**src/rtl/hazard_pkg.sv**
```systemverilog
// Shared definitions for the pipeline hazard controller:
// forwarding-mux select codes and the divide-stall FSM state encoding.
package hazard_pkg;

  localparam logic [1:0] FWD_RF  = 2'b00;
  localparam logic [1:0] FWD_MEM = 2'b01;
  localparam logic [1:0] FWD_WB  = 2'b10;

  typedef enum logic [1:0] {
    IDLE,
    BUSY,
    DONE
  } div_state_t;

endpackage

```
**src/rtl/div_stall_fsm.sv**
```systemverilog
// Divide stall sequencer: holds the front of the pipeline for exactly
// DIV_LAT cycles per divide (one IDLE cycle plus DIV_LAT-1 BUSY cycles),
// then spends one DONE cycle while the finished divide leaves EX.
module div_stall_fsm
  import hazard_pkg::*;
#(
  parameter int DIV_LAT = 8
) (
  input  logic clk,
  input  logic rst,
  input  logic start,
  output logic stall,
  output logic busy
);

  localparam logic [7:0] CNT_LOAD = 8'(DIV_LAT - 2);

  div_state_t state, state_nxt;
  logic [7:0] cnt, cnt_nxt;

  // State and countdown registers; reset drops the FSM to IDLE at once.
  always_ff @(posedge clk or posedge rst) begin
    if (rst) begin
      state <= IDLE;
      cnt   <= 8'd0;
    end else begin
      state <= state_nxt;
      cnt   <= cnt_nxt;
    end
  end

  // Next-state and stall decode; the start cycle already stalls from IDLE.
  always_comb begin
    state_nxt = state;
    cnt_nxt   = cnt;
    stall     = 1'b0;
    case (state)
      IDLE: begin
        if (start) begin
          stall     = 1'b1;
          state_nxt = BUSY;
          cnt_nxt   = CNT_LOAD;
        end
      end
      BUSY: begin
        stall = 1'b1;
        if (cnt == 8'd0) begin
          state_nxt = DONE;
        end else begin
          cnt_nxt = cnt - 8'd1;
        end
      end
      DONE: begin
        state_nxt = IDLE;
      end
      default: begin
        state_nxt = IDLE;
      end
    endcase
  end

  assign busy = (state != IDLE);

endmodule

```
**src/rtl/hazard_ctrl.sv**
```systemverilog
// Pipeline hazard controller: EX operand forwarding selects, load-use
// detection, branch flush and multi-cycle divide stall.
// Build option: define HAZARD_DIV_STALL_EN to include the divide stall FSM;
// without it stall_ex/div_busy are tied low and ex_div_start is ignored.
module hazard_ctrl
  import hazard_pkg::*;
#(
  parameter int DIV_LAT = 8,
  parameter int REG_W   = 5
) (
  input  logic             clk,
  input  logic             rst,
  input  logic [REG_W-1:0] id_rs1,
  input  logic [REG_W-1:0] id_rs2,
  input  logic [REG_W-1:0] ex_rs1,
  input  logic [REG_W-1:0] ex_rs2,
  input  logic [REG_W-1:0] ex_rd,
  input  logic             ex_memread,
  input  logic             ex_div_start,
  input  logic             ex_branch_taken,
  input  logic [REG_W-1:0] mem_rd,
  input  logic             mem_regwrite,
  input  logic [REG_W-1:0] wb_rd,
  input  logic             wb_regwrite,
  output logic [1:0]       fwd_a,
  output logic [1:0]       fwd_b,
  output logic             stall_if,
  output logic             stall_id,
  output logic             stall_ex,
  output logic             flush_id,
  output logic             flush_ex,
  output logic             div_busy
);

  logic div_stall;
  logic div_active;
  logic load_use;
  logic branch_flush;

  // The newer EX/MEM value wins over MEM/WB; x0 is never forwarded.
  function automatic logic [1:0] fwd_sel(input logic [REG_W-1:0] rs);
    if (mem_regwrite && (mem_rd != '0) && (mem_rd == rs)) begin
      return FWD_MEM;
    end else if (wb_regwrite && (wb_rd != '0) && (wb_rd == rs)) begin
      return FWD_WB;
    end else begin
      return FWD_RF;
    end
  endfunction

`ifdef HAZARD_DIV_STALL_EN
  div_stall_fsm #(
    .DIV_LAT(DIV_LAT)
  ) u_div_stall (
    .clk  (clk),
    .rst  (rst),
    .start(ex_div_start && !ex_branch_taken),
    .stall(div_stall),
    .busy (div_active)
  );
`else
  localparam int unused_div_lat = DIV_LAT;
  logic unused_div_inputs;
  assign unused_div_inputs = ^{clk, rst, ex_div_start};
  assign div_stall  = 1'b0;
  assign div_active = 1'b0;
`endif

  // Operand forwarding selects for both EX source registers.
  always_comb begin
    fwd_a = fwd_sel(ex_rs1);
    fwd_b = fwd_sel(ex_rs2);
  end

  // A branch seen while a divide is in flight cannot legally happen, so it
  // is simply ignored there rather than allowed to disturb the divide.
  assign load_use     = ex_memread && (ex_rd != '0) &&
                        ((ex_rd == id_rs1) || (ex_rd == id_rs2));
  assign branch_flush = ex_branch_taken && !div_active;

  // Stall/flush strobes by priority: divide, then branch, then load-use.
  always_comb begin
    stall_if = 1'b0;
    stall_id = 1'b0;
    stall_ex = 1'b0;
    flush_id = 1'b0;
    flush_ex = 1'b0;
    if (div_stall) begin
      stall_if = 1'b1;
      stall_id = 1'b1;
      stall_ex = 1'b1;
    end else if (branch_flush) begin
      flush_id = 1'b1;
      flush_ex = 1'b1;
    end else if (load_use) begin
      stall_if = 1'b1;
      stall_id = 1'b1;
      flush_ex = 1'b1;
    end
  end

  assign div_busy = div_active;

endmodule

```
**config.mk**
```make
export PLATFORM = sky130hd
export DESIGN_NAME = hazard_ctrl
export DESIGN_NICKNAME = d
export VERILOG_FILES = /design/src/rtl/hazard_pkg.sv /design/src/rtl/div_stall_fsm.sv /design/src/rtl/hazard_ctrl.sv
export SDC_FILE = /design/constraint.sdc
export NUM_CORES = 1
export LEC_CHECK = 0
export CAP_MARGIN = 30
export CORE_UTILIZATION = 28
export DETAILED_ROUTE_END_ITERATION = 8
export GPL_ROUTABILITY_DRIVEN = 1
export GPL_TIMING_DRIVEN = 1
export PLACE_DENSITY = 0.84
export SLEW_MARGIN = 5
export SYNTH_ARGS = -nofsm -noshare
export SYNTH_HDL_FRONTEND = slang
export SYNTH_SLANG_ARGS = --single-unit
```
**constraint.sdc**
```tcl
create_clock -name vclk -period 1.94
set_clock_uncertainty 0.2 [all_clocks]
set_input_delay 0.388 -clock vclk [all_inputs]
set_output_delay 0.388 -clock vclk [all_outputs]
set_load 0.005 [all_outputs]
```
; ---- Word-level counts from Yosys, hierarchy flattened
; Cells that the tools add are included.
; Widths: inputs -> output; s select.
[classes]
n_eq_ne = 6
n_reduce_logical = 12
muxes = 8
[ops]
columns = cell, n
row1 = $eq 5x5->1, 6
row2 = $reduce_bool 5->1, 3
row3 = $logic_and 1x1->1, 8
row4 = $mux 2, 4
row5 = $mux 1, 4
row6 = $logic_or 1x1->1, 1
[word_totals]
wordCells = 26
output_inout_bits = 10
reg_bits = 0
input_bits = 42

; ---- Depth between registers and ports, before layout
; Gate-level depths: netlist of the first run.
[logic_depth]
ltp_word = 5
mapped_depth = 5
depth_no_buf = 4

; ---- Least setup slack after synthesis of the first run
; No wires, ideal clock.
[synth_timing]
path_kind = input -> output
start = input port mem_rd[1]
end = output port fwd_a[1]
required_ps = 1352
cell_stages = 4
path_slack_ps = -76
arrival_time_ps = 1428
cell_sequence = or4_1 o21ai_2 nor4_1 nor4_2
[synth_between]
elab_chain_len = 4
elab_cells_between_ends = 5
cone_classes = 1 x eq/ne / 1 x mux / 3 x reduce/logical
[synth_rtl]
columns = item, line
row1 = "start, declared", hazard_ctrl.sv:21  ; input logic [REG_W-1:0] mem_rd,
row2 = $reduce_bool 5->1, hazard_ctrl.sv:42  ; if (mem_regwrite && (mem_rd != '0) && (mem_rd == rs)) begin
row3 = $logic_and 1x1->1, hazard_ctrl.sv:42
row4 = $logic_and 1x1->1 *, hazard_ctrl.sv:42
row5 = $mux 2 *, hazard_ctrl.sv:42
row6 = "end, declared", hazard_ctrl.sv:25  ; output logic [1:0] fwd_a,
; Mark *: on every way between the ends. The rest lies on a longest branch, timed or not.

; ---- Worst setup path after layout of the first run
[layout_timing]
start = input port wb_rd[1]
end = output port fwd_b[1]
[layout_between]
elab_chain_len = 5
elab_cells_between_ends = 6
cone_classes = 1 x eq/ne / 2 x mux / 3 x reduce/logical
[layout_rtl]
columns = item, line
row1 = "start, declared", hazard_ctrl.sv:23  ; input logic [REG_W-1:0] wb_rd,
row2 = $reduce_bool 5->1, hazard_ctrl.sv:44  ; end else if (wb_regwrite && (wb_rd != '0) && (wb_rd == rs)) begin
row3 = $logic_and 1x1->1, hazard_ctrl.sv:44
row4 = $logic_and 1x1->1 *, hazard_ctrl.sv:44
row5 = $mux 2 *, hazard_ctrl.sv:44
row6 = $mux 2 *, hazard_ctrl.sv:42
row7 = "end, declared", hazard_ctrl.sv:26  ; output logic [1:0] fwd_b,
; Marked as above.

==> results_dict.tcl, run 1 <==
set metrics [dict create \
    power.density_nw_per_um2 216.6 \
    grt_max_degree 4 \
    p_sw_frac 0.4511 \
    seq_area_frac_synth 0 \
    crit_buf_inv 2 \
    chipWidth_um 41.55 \
    rows 13 \
    synth_cell_types 15 \
    die_area_um2 1726 \
    post-place-ws_ns -1.094 \
    grt_pass1_wl_um 3187 \
    num-nets-final 167 \
    nFlopsAndLatches 0 \
    p_total_uw 261.6 \
    grt_pass1_vias 690 \
    synthDominantCellAreaShare 0.4800 \
    min_period_ns 2.318 \
    crit_slowest_cell "or4_4" \
    ioPinCount 52 \
    syn_area_um2 437.9 \
    dp_hpwl_um 1489 \
    finalSetupViolations 7 \
    register_area_um2 0 \
    pwr-share-comb 1.000 \
    p_leak_nw 0.5726 \
    rsz0062_at_grt "yes" \
    drtIter0Drc 2 \
    die_h_um 41.55 \
    place_congestion 0.8297 \
    viasPerCell 4.906 \
    drt_pass1_iterations 4 \
    syn-mean-instance-area_um2 7.820 \
    n_clock_buffer 0 \
    design_area_um2 1207 \
    cp.required_ns 1.35 \
    max_stage_delay_ns 0.54 \
    yosysWarnings 0 \
    drt-total-wl_um 2482 \
    status "complete, but fails checks" \
    path_delay_family "simple AND/OR/NAND/NOR gates" \
    dr_total_vias 677 \
    max_freq_ghz 0.4313 \
    end_kind "primary output" \
    overflow 0 \
    synth_common_cells "xor2_1 (24), xnor2_1 (6), or4_1 (5)" \
    hold_violations 0 \
    n_fill_cell 68 \
    fin_crit_sh 1.195 \
    start_util 0.3167 \
    ir_drop_v 0.0001399 \
    netlist_instances 56 \
    synth_most_common_cell "xor2_1" \
    p_int_uw 143.6 \
    core_area_um2 1383 \
    final_antenna_net_count 0 \
    synthToLayoutAreaGrowth_pct 175.7 \
    fin_hold_ws_ns 1.032 \
    placed_area_um2 1044 \
    arrival_ns 1.73 \
    io_buffer_count 47 \
    seqPwrFrac 0 \
    drv_cap 0 \
    routedWlPerCell_um 17.99 \
    critPathKind "input pin to primary output" \
    path_max_fanout 2 \
    drive_gt1_frac 0.6260 \
    finalSetupTns_ns -1.228 \
    setup_ws_ns -0.3784 \
    slew_viol_final 0 \
    pwr-share-clk 0 \
    startpoint_type "input pin" \
    hp-class "input pin to primary output" \
    synth.largest_area_cell "xor2_1" \
    antenna_cells 0 \
    path_cells "dlygate4sd2_1, or4_1, o21ai_2, or4_4, nor4_4, buf_2" \
    power.switching_uw 118.0 \
    violations "negative setup slack" \
    track_usage 0.2319 \
    synth.area.top_cells "xor2_1 (48%), xnor2_1 (12%), or4_1 (8.6%)" \
    drcViolationCount 0 \
    antenna_found_initial 0 \
]
[routing by layer]
| layer | GRT usage | up-vias | routed length [um] |
|---|---|---|---|
| met3 | 0.02609 | 15 | 172 |
| met5 | 0 | - | 0 |
| li1 | - | 324 | - |
| met1 | 0.2827 | 304 | 876 |
| met4 | 0.05161 | 0 | 100 |
| met2 | 0.4281 | 34 | 1332 |
[per-stage QoR]
step | std cells | util
CTS | 136 | 0.7900
global route | 138 | 0.8733
finish | 138 | 0.8733
floorplan | 57 | -
global placement | 134 | 0.7548
detailed placement | 134 | 0.7548
[worst paths after layout]
check	from	to	slack [ns]	depth (start not counted)
worst max-delay path	wb_rd[1]	fwd_b[1]	-0.38	6
worst min-delay path	ex_rd[0]	stall_if	1.03	4
[kinds of logic after synthesis]
logic type | synth area share
buffers and inverters | 0.06857
AND/OR/NAND/NOR | 0.2457
AO/OA/AOI/OAI | 0.07714
other | 0.008563
XOR/XNOR | 0.6000
[final cells by class]
class	count	area [um^2]	share of cell area
well taps	15	18.77	0.01554
repair buffers	70	579.3	0.4798
multi-input cells	53	609.3	0.5047
[power groups by stage]
stage,clock network [mW],registers (mW),logic [mW]
floorplan,0,0,0.0636
global placement,0,0,0.202
detailed placement,0,0,0.207
CTS,0,0,0.219
global route,0,0,0.274
finish,0,0,0.262
[repair_timing]
action | 4_1_cts | 5_1_grt
gates resized for setup | 135 | 44
buffers inserted | 2 | 2
hold buffers | 0 | 0
setup endpoints to repair | 8 | 7
pin swaps | 31 | 27
cloned | 0 | 0
[cells in the final DEF (no fill, tap or decap), drive strengths merged]
| cell | count |
|---|---|
| nor4 | 4 |
| or4 | 5 |
| o21ai | 3 |
| a22oi | 1 |
| o21bai | 1 |
| clkdlybuf4s15 | 6 |
| nand3 | 2 |
| xor2 | 24 |
| dlygate4sd2 | 7 |
| xnor2 | 6 |
| conb | 2 |
| nor2 | 2 |
| dlymetal6s2s | 3 |
| buf | 44 |
| clkbuf | 8 |
| nor3 | 3 |
| clkdlybuf4s50 | 2 |
(Power assumes the default switching activity.)
==> inputs of run 2 (changes only) <==
Settings changed: SLEW_MARGIN 5 to 20.
==> results of run 2 <==
Final layout, timing and power as in run 1 (identical DEF).
==> inputs of run 3 (changes only) <==
Settings changed: PLACE_DENSITY 0.84 to 0.89, SLEW_MARGIN 20 to not set.
==> run 3 against run 2 <==
  * The flow still finishes with violations (negative setup slack)
  * Global-route usage increased by 1.1 points
  * Combinational power decreased by 2%
  * Non-clock buffer count decreased by 1
  * Core utilization decreased by 1.6 points
  * Clock-buffer cell count unchanged
  * Cell area decreased by 1.9%
  * Sequential share of layout area unchanged
  * Via count increased by 1.6%
  * Die area unchanged
  * Fmax increased by 2.0%
  * Final cell count decreased by 0.72%
  * Critical path type unchanged
  * Critical endpoint unchanged
  * Largest power group unchanged
==> results_dict.tcl, run 3 (synthesized netlist as in run 1, its figures left out) <==
set metrics [dict create \
    status "complete, but fails checks" \
    violations "negative setup slack" \
    num-nets-final 166 \
    ioPinCount 52 \
    postCtsHoldBufs 0 \
    die_h_um 41.55 \
    track_usage 0.2426 \
    final_common_cell "xor2_1" \
    fin_hold_ws_ns 0.9780 \
    hold_path.startpoint "mem_regwrite" \
    drive_gt1_frac 0.6148 \
    drt-total-wl_um 2318 \
    routedWlPerCell_um 16.92 \
    p_leak_nw 0.5700 \
    finalSetupViolations 7 \
    whs_path_depth 4 \
    drcViolationCount 0 \
    synthToLayoutAreaGrowth_pct 170.6 \
    cp.required_ns 1.35 \
    path_delay_family "simple AND/OR/NAND/NOR gates" \
    drtIter0Drc 22 \
    fin_crit_sh 1.172 \
    crit_slowest_cell "or4_4" \
    seqPwrFrac 0 \
    crit_buf_inv 2 \
    rsz0062_at_grt "yes" \
    place_congestion 0.8330 \
    setup_ws_ns -0.3336 \
    n_clock_buffer 0 \
    chipWidth_um 41.55 \
    drv_cap 0 \
    die_area_um2 1726 \
    power.density_nw_per_um2 216.7 \
    power.switching_uw 115.5 \
    max_freq_ghz 0.4398 \
    final_cell_mix "xor2_1 (22), buf_6 (15), buf_4 (14), buf_2 (13), dlygate4sd2_1 (12)" \
    drt_pass1_iterations 4 \
    grt_pass1_vias 772 \
    dp.cells 134 \
    pwr-share-clk 0 \
    io_buffer_count 47 \
    path_cells "buf_6, or4_4, o21ai_4, nor4_4, nor4_4, buf_2" \
    startpoint_type "input pin" \
    post-place-ws_ns -1.148 \
    pwr-share-comb 1.000 \
    critPathKind "input pin to primary output" \
    antenna_found_initial 0 \
    dp_hpwl_um 1635 \
    core_area_um2 1383 \
    dr_total_vias 688 \
    antenna_cells 0 \
    p_int_uw 141.2 \
    arrival_ns 1.69 \
    hold_violations 0 \
    p_total_uw 256.7 \
    nFlopsAndLatches 0 \
    holdPathEnd "fwd_b[0]" \
    viasPerCell 5.022 \
    grt_max_degree 4 \
    final_core_util 0.8570 \
    stdcell_count 137 \
    hp-class "input pin to primary output" \
    grt_pass1_wl_um 3318 \
    start_util 0.3167 \
    p_sw_frac 0.4500 \
    final_antenna_net_count 0 \
    path_max_fanout 2 \
    ir_drop_v 0.0001451 \
    end_kind "primary output" \
    cp_common_cell "nor4_4" \
    max_stage_delay_ns 0.55 \
    slew_viol_final 0 \
    register_area_um2 0 \
    rows 13 \
    min_period_ns 2.274 \
    overflow 0 \
]
[run 3: cell count changes in the layout (fill, tap and decap cells not counted), moves of 2 or more]
cell             delta
dlygate4sd2_1       +5
clkdlybuf4s15_1     -3
buf_4               -2
xnor2_2             +2
[run 3: worst max path at each step]
| stage | start | endpoint | slack [ns] | cells past startpoint |
|---|---|---|---|---|
| after detailed placement | wb_rd[3] | fwd_a[1] | -1.15 | 6 |
| final | mem_rd[2] | fwd_b[1] | -0.33 | 6 |
| after floorplan | wb_rd[2] | fwd_a[1] | 0.006 | 4 |
| after CTS | mem_rd[2] | fwd_a[1] | -0.39 | 6 |
| after global placement | wb_rd[3] | fwd_b[1] | -1.09 | 6 |
| after global routing | mem_rd[2] | fwd_b[1] | -0.40 | 6 |
[run 3: layer usage]
layer  global-route usage  wire length, um  vias to the layer above
li1                     -                -                      323
met1               0.2382              822                      332
met2               0.5063             1378                       29
met3              0.03478               77                        4
met4              0.06452               38                        0
met5                    0                0                        -
[run 3: layout make-up]
type	instances	area, um^2
Fill cell	77	197.7
Multi-Input combinational cell	53	596.8
Tap cell	15	18.77
Timing Repair Buffer	69	569.3
[run 3: through the flow]
stage               setup TNS [ns]  cell area [um^2]
floorplan                        0             441.7
global placement            -6.128              1044
detailed placement          -6.661              1044
CTS                         -1.168              1107
global route                -1.306              1185
finish                      -1.035              1185
[run 3: power by group through the flow]
stage | clock network, mW | registers, mW | logic (mW)
global route | 0 | 0 | 0.269
floorplan | 0 | 0 | 0.0636
global placement | 0 | 0 | 0.201
detailed placement | 0 | 0 | 0.210
CTS | 0 | 0 | 0.222
finish | 0 | 0 | 0.257
[run 3: what timing repair did]
action,in CTS,in global routing
setup buffers,2,2
pin swaps,34,15
gates resized for setup,136,40
endpoints found under the setup margin,8,7
